==> config.mk <==
export PLATFORM = sky130hd
export DESIGN_NAME = voice_sweeper
export DESIGN_NICKNAME = d
export VERILOG_FILES = /design/src/rtl/voice_sweeper.sv
export SDC_FILE = /design/constraint.sdc
export NUM_CORES = 2
export LEC_CHECK = 0
export ABC_AREA = 1
export BUFFER_PORTS_ARGS = -buffer_cell sky130_fd_sc_hd__buf_2
export CAP_MARGIN = 0
export CORE_AREA = 4 4 404 565
export CTS_CLUSTER_DIAMETER = 30
export DETAILED_ROUTE_END_ITERATION = 8
export DIE_AREA = 0 0 408 569
export GPL_TIMING_DRIVEN = 0
export HOLD_SLACK_MARGIN = 0.15
export PLACE_DENSITY = 0.46
export SLEW_MARGIN = 20
export SYNTH_ARGS = -nofsm -noshare
export SYNTH_HDL_FRONTEND = slang
export SYNTH_SLANG_ARGS = --single-unit
==> constraint.sdc <==
create_clock -name clk96 -period 49.7 [get_ports clk96]
set_input_delay 7.455 -clock clk96 [delete_from_list [all_inputs] [get_ports clk96]]
set_output_delay 7.455 -clock clk96 [all_outputs]
set_load 0.05 [all_outputs]
==> src/rtl/voice_sweeper.sv <==
// Polyphonic voice engine: allocates voices on note events and, once per audio tick,
// sweeps every voice (phase advance via external ROM, linear ADSR) into a beat stream.
module voice_sweeper #(
  parameter int NUM_VOICES = 16,
  parameter int VI_W       = $clog2(NUM_VOICES),
  parameter int PHASE_W    = 19,
  parameter int INC_W      = 18,
  parameter int ENV_W      = 16,
  parameter int TICK_DIV   = 2000
) (
  input  logic             clk96,
  input  logic             rst,
  input  logic             cmd_valid,
  output logic             cmd_ready,
  input  logic             cmd_on,
  input  logic [6:0]       cmd_note,
  input  logic [6:0]       cmd_vel,
  input  logic [3:0]       cmd_chan,
  input  logic             pb_valid,
  input  logic [3:0]       pb_chan,
  input  logic [4:0]       pb_value,
  input  logic [ENV_W-1:0] atk_rate,
  input  logic [ENV_W-1:0] dec_rate,
  input  logic [ENV_W-1:0] rel_rate,
  input  logic [ENV_W-1:0] sus_level,
  output logic [9:0]       inc_addr,
  input  logic [INC_W-1:0] inc_data,
  output logic             beat_valid,
  output logic [VI_W-1:0]  beat_voice,
  output logic [9:0]       beat_phase,
  output logic [ENV_W-1:0] beat_env,
  output logic [6:0]       beat_vel,
  output logic             beat_last,
  output logic             voice_freed,
  output logic [VI_W-1:0]  freed_voice
);
  // state    | meaning
  // S_IDLE   | waiting for tick, commands accepted
  // S_LOOKUP | inc_addr presented for voice vidx
  // S_UPDATE | ROM data back; phase/envelope of vidx stepped, beat registered
  typedef enum logic [1:0] {S_IDLE, S_LOOKUP, S_UPDATE} state_t;
  typedef enum logic [2:0] {A_IDLE, A_ATTACK, A_DECAY, A_SUSTAIN, A_RELEASE} adsr_t;

  localparam int CNT_W = $clog2(TICK_DIV);

  if (2 * NUM_VOICES + 3 >= TICK_DIV) begin : g_bad_tick_div
    $error("voice_sweeper: TICK_DIV too small for a full sweep");
  end
  if ((NUM_VOICES < 2) || (NUM_VOICES > 64) || ((NUM_VOICES & (NUM_VOICES - 1)) != 0)) begin : g_bad_voices
    $error("voice_sweeper: NUM_VOICES must be a power of 2 in 2..64");
  end

  state_t               state, state_nxt;
  logic [VI_W-1:0]      vidx, vidx_nxt;
  logic [CNT_W-1:0]     count;
  logic                 tick;
  logic [VI_W-1:0]      rr_ptr;

  adsr_t                adsr  [NUM_VOICES];
  logic [6:0]           note  [NUM_VOICES];
  logic [6:0]           vel   [NUM_VOICES];
  logic [3:0]           chan  [NUM_VOICES];
  logic [PHASE_W-1:0]   phase [NUM_VOICES];
  logic [ENV_W-1:0]     env   [NUM_VOICES];
  logic [4:0]           bend  [16];

  logic                 cmd_fire;
  logic                 hit, free_found;
  logic [VI_W-1:0]      hit_idx, free_idx, alloc_idx;

  logic [ENV_W-1:0]     cur_env, env_nxt;
  logic [ENV_W:0]       att_sum, dec_diff;
  adsr_t                adsr_nxt;
  logic                 freed_nxt;
  logic [PHASE_W-1:0]   phase_nxt;

  assign tick      = (count == CNT_W'(TICK_DIV - 1));
  assign cmd_ready = (state == S_IDLE) & ~tick & ~rst;
  assign cmd_fire  = cmd_valid & cmd_ready;
  assign inc_addr  = (state == S_LOOKUP) ?
                     ({note[vidx], 3'b000} + {5'b0, bend[chan[vidx]]} - 10'd16) : 10'd0;

  always_ff @(posedge clk96 or posedge rst) begin
    if (rst) begin
      state <= S_IDLE;
      vidx  <= '0;
    end else begin
      state <= state_nxt;
      vidx  <= vidx_nxt;
    end
  end

  always_comb begin
    state_nxt = state;
    vidx_nxt  = vidx;
    case (state)
      S_IDLE: if (tick) begin
        state_nxt = S_LOOKUP;
        vidx_nxt  = '0;
      end
      S_LOOKUP: state_nxt = S_UPDATE;
      S_UPDATE: if (vidx == VI_W'(NUM_VOICES - 1)) begin
        state_nxt = S_IDLE;
      end else begin
        state_nxt = S_LOOKUP;
        vidx_nxt  = vidx + VI_W'(1);
      end
      default: state_nxt = S_IDLE;
    endcase
  end

  // Descending scan so the lowest matching index wins.
  always_comb begin
    hit        = 1'b0;
    hit_idx    = '0;
    free_found = 1'b0;
    free_idx   = '0;
    for (int i = NUM_VOICES - 1; i >= 0; i--) begin
      if ((adsr[i] != A_IDLE) && (note[i] == cmd_note) && (chan[i] == cmd_chan)) begin
        hit     = 1'b1;
        hit_idx = VI_W'(i);
      end
      if (adsr[i] == A_IDLE) begin
        free_found = 1'b1;
        free_idx   = VI_W'(i);
      end
    end
    alloc_idx = free_found ? free_idx : rr_ptr;
  end

  // Decay underflow is treated as reaching the sustain level.
  always_comb begin
    cur_env   = env[vidx];
    env_nxt   = cur_env;
    adsr_nxt  = adsr[vidx];
    freed_nxt = 1'b0;
    att_sum   = {1'b0, cur_env} + {1'b0, atk_rate};
    dec_diff  = {1'b0, cur_env} - {1'b0, dec_rate};
    phase_nxt = phase[vidx];
    if (adsr[vidx] != A_IDLE) phase_nxt = phase[vidx] + PHASE_W'(inc_data);
    case (adsr[vidx])
      A_ATTACK:
        if (att_sum >= {1'b0, {ENV_W{1'b1}}}) begin
          env_nxt  = '1;
          adsr_nxt = A_DECAY;
        end else begin
          env_nxt = att_sum[ENV_W-1:0];
        end
      A_DECAY:
        if (dec_diff[ENV_W] || (dec_diff[ENV_W-1:0] <= sus_level)) begin
          env_nxt  = sus_level;
          adsr_nxt = A_SUSTAIN;
        end else begin
          env_nxt = dec_diff[ENV_W-1:0];
        end
      A_RELEASE:
        if (cur_env <= rel_rate) begin
          env_nxt   = '0;
          adsr_nxt  = A_IDLE;
          freed_nxt = 1'b1;
        end else begin
          env_nxt = cur_env - rel_rate;
        end
      default: ;
    endcase
  end

  always_ff @(posedge clk96 or posedge rst) begin
    if (rst) begin
      count       <= '0;
      rr_ptr      <= '0;
      beat_valid  <= 1'b0;
      beat_voice  <= '0;
      beat_phase  <= '0;
      beat_env    <= '0;
      beat_vel    <= '0;
      beat_last   <= 1'b0;
      voice_freed <= 1'b0;
      freed_voice <= '0;
      for (int i = 0; i < NUM_VOICES; i++) begin
        adsr[i]  <= A_IDLE;
        note[i]  <= '0;
        vel[i]   <= '0;
        chan[i]  <= '0;
        phase[i] <= '0;
        env[i]   <= '0;
      end
      for (int c = 0; c < 16; c++) bend[c] <= 5'd16;
    end else begin
      count       <= tick ? '0 : count + CNT_W'(1);
      beat_valid  <= 1'b0;
      voice_freed <= 1'b0;
      if (pb_valid) bend[pb_chan] <= pb_value;
      if (cmd_fire) begin
        if (cmd_on && hit) begin
          adsr[hit_idx] <= A_ATTACK;
          vel[hit_idx]  <= cmd_vel;
        end else if (cmd_on) begin
          adsr[alloc_idx]  <= A_ATTACK;
          note[alloc_idx]  <= cmd_note;
          chan[alloc_idx]  <= cmd_chan;
          vel[alloc_idx]   <= cmd_vel;
          phase[alloc_idx] <= '0;
          env[alloc_idx]   <= '0;
          if (!free_found) rr_ptr <= rr_ptr + VI_W'(1);
        end else begin
          for (int i = 0; i < NUM_VOICES; i++) begin
            if ((adsr[i] inside {A_ATTACK, A_DECAY, A_SUSTAIN}) &&
                (note[i] == cmd_note) && (chan[i] == cmd_chan))
              adsr[i] <= A_RELEASE;
          end
        end
      end
      if (state == S_UPDATE) begin
        adsr[vidx]  <= adsr_nxt;
        env[vidx]   <= env_nxt;
        phase[vidx] <= phase_nxt;
        beat_valid  <= 1'b1;
        beat_voice  <= vidx;
        beat_phase  <= phase_nxt[PHASE_W-1 -: 10];
        beat_env    <= env_nxt;
        beat_vel    <= vel[vidx];
        beat_last   <= (vidx == VI_W'(NUM_VOICES - 1));
        voice_freed <= freed_nxt;
        if (freed_nxt) freed_voice <= vidx;
      end
    end
  end
endmodule

==> metrics <==
final setup fails=0; Arr. time, crit path=8240 ps; FF-to-FF setup slack=40110 ps; achievable clock frequency=0.0637 GHz; GRT Total Usage=0.246; crit path to=cmd_ready; synthesized area=55500 um2; Slowest Stage Delay on Critical Path=330 ps; placed cells=10094; Worst-Margin Slew=1360 ps; Worst Path Buf+Inv=2; crit path kind=in -> out; post-route cell area=68800 um2; Lkg Pwr=32.1 nW; critical path depth=3; Psw=1.26 mW; first-pass GRT wire length=413 mm; max-cap violations=0; DRC errors left=0; Net Sw Frac=0.346; DRT Pass-1 Iters=8; Area growth syn-to-layout=23.9%; max-slew violations=0; reg2reg path depth=37; H-Tree Depth=4; register area=26100 um2; Post CTS Setup Buffer Count=0; Clock Sink Count=1041; most frequent cells in the layout=nand2_1 (1698), o21ai_0 (1119), dfrtp_1 (1025); hold_buf cts=0; share of cells above drive strength 1=0.134; Rows=205; commonest non-fill, non-tap cell in the layout=nand2_1; EDFF count, synth=0; slowest CP cell=buf_2; Synth area leader=dfrtp_1; Via density=5.25; DR vias=55353; Syn. warnings=0; DRT antenna net count=0; post-CTS sizing=0; top cells by area, synth=dfrtp_1 (46%), nand2_1 (11%), o21ai_0 (10%); CTS buffer count=239; clk_lat worst skew=910 ps; relative slew slack=0.0925; Worst R2R Start=vidx[1]; Post-Synthesis Net Count=7234; Reg power frac=0.313; area occupied by multi-input gates=25000 um2; Clock transition at path regs=50 ps; post-synth top area share=0.462; I/O Pins=169; Crit Path Max Fanout=2; chip width=408 um; Total Die Area=232000 um2; critical path launch point type=input pin; critical path's top delay family=buffers and inverters; register bit count reported by yosys=1041; RePlAce Congestion=0.969; Main synth FF type=dfrtp_1; internal power=2.38 mW; Avg Cell Area, Syn=7.91 um2; Power Dens Cells=52.9 nW/um2; status=complete, no violations; worst vdd rail ir drop=30.9 uV; Seq/Total Area, Yosys=0.470; Finished Core Util=0.308; Logic pwr share=0.235; 1st-iter DRT viols=5602; nets@finish=7653; CP Launch Point=rst; grt total ovfl=0; RSZ-0062 raised after global routing=no; DP Area=60400 um2; minimum clock period=15690 ps; buffers added on ports=158; Critical Path RT=42240 ps; Yosys cell types=76; Placeable Area=223000 um2; initial core utilization=0.249; DP Wirelength=214 mm; final hold viol count=0; R2R Path End=env[111]; chip height=569 um; HP Class=reg -> reg; Fillers=23845; TNS Setup=0 ps; vias in the first global route=55083; fin crit share=0.316; initial antenna violation count=18; Crit path top cell by count=buf_2; final cell count without fillers=10541; TritonCTS clock tree=built; Syn Inst Count=7019; clk buf depth=4; CP endpoint kind=primary output; Avg WL per Cell=28.0 um; largest net degree at the start of global routing=103; clock skew=107 ps; Clock Power Share=0.452; worst-path cell chain=buf_2 -> nor4_2 -> buf_2; Post-Route WL=295 mm; clock tree root buffer cell=clkbuf_16; Synth async-reset ratio=1.00
[synth_stat cells (12+ instances only)]
cell and count:
nand3_1 189, nor3_1 31, o22ai_1 199, ha_1 96, nor2_1 397, buf_2 156, a31oi_1 15, o21ai_2 23
nor4_1 15, nand2_1 1698, inv_1 559, clkinv_1 12, xnor2_1 77, buf_4 35, a22o_1 12, o21ai_1 106
o211ai_1 16, buf_1 13, dfstp_2 16, nand2_2 34, a21oi_1 537, buf_6 28, clkbuf_1 218, a2111o_1 20
o21ai_0 1119, inv_2 28, xor2_1 103, dfrtp_1 1025, nand4_1 57
[area by class of cell]
cell class / count / area share
tap: 2898 / 0.0527
clock buffer: 307 / 0.0964
inverter: 602 / 0.0331
timing repair buffer: 178 / 0.0171
clock inverter: 127 / 0.0244
buffer: 450 / 0.0331
multi-input combinational: 4926 / 0.364
sequential: 1041 / 0.379
antenna: 12 / 0.000437
[routing by layer]
layer	track usage	up-vias	share of wire	routed length, um
met4	0.175	2	0.084	24900
li1	-	24368	-	-
met5	0	-	0.000044	13
met1	0.273	27256	0.36	107000
met3	0.0604	934	0.080	23600
met2	0.412	2793	0.47	139000
[registers in the layout, summed over array words and instances, names as in the netlist, 7 cells and up]
| signal | flops |
|---|---|
| adsr | 48 |
| beat_env | 16 |
| beat_phase | 10 |
| beat_vel | 7 |
| bend | 80 |
| chan | 64 |
| count | 11 |
| env | 256 |
| note | 112 |
| phase | 304 |
| vel | 112 |
[worst min path at each step]
stage	start	endpoint	slack [ps]	depth (start not counted)
2_1_floorplan	count[0]	count[0]	430	1
6_report	count[0]	count[0]	460	1
5_1_grt	env[243]	env[243]	490	2
3_3_place_gp	count[0]	count[0]	450	1
3_5_place_dp	count[0]	count[0]	460	1
4_1_cts	count[0]	count[0]	460	1
[power by group through the flow]
stage | Clock [mW] | Combinational (mW) | Sequential [mW]
after floorplan | 0 | 0.539 | 1.11
after global placement | 0 | 0.826 | 1.15
after detailed placement | 0 | 0.843 | 1.15
after CTS | 1.65 | 0.846 | 1.13
after global routing | 1.70 | 0.930 | 1.15
final | 1.64 | 0.855 | 1.14
[metrics by stage]
step                      power [mW]  setup WS [ps]  hold WS [ps]
final                           3.64          34010           457
after global routing            3.78          33990           487
after CTS                       3.64          33990           464
after detailed placement        1.99          34000           458
after global placement          1.98          -1540           451
after floorplan                 1.65          12970           433
[cell families (layout without fill, tap and decap cells)]
kind of cell,count (synthesis),in the layout,synth area share
mux,1,1,0.000180
fa+ha+maj,101,101,0.0234
other cells,0,12,0
xor+xnor,180,180,0.0284
simple gates,2504,2504,0.187
compound gates,2140,2140,0.210
flops,1041,1041,0.470
buf+inv,1052,1664,0.0810
Power figures use the tool's default switching activity.
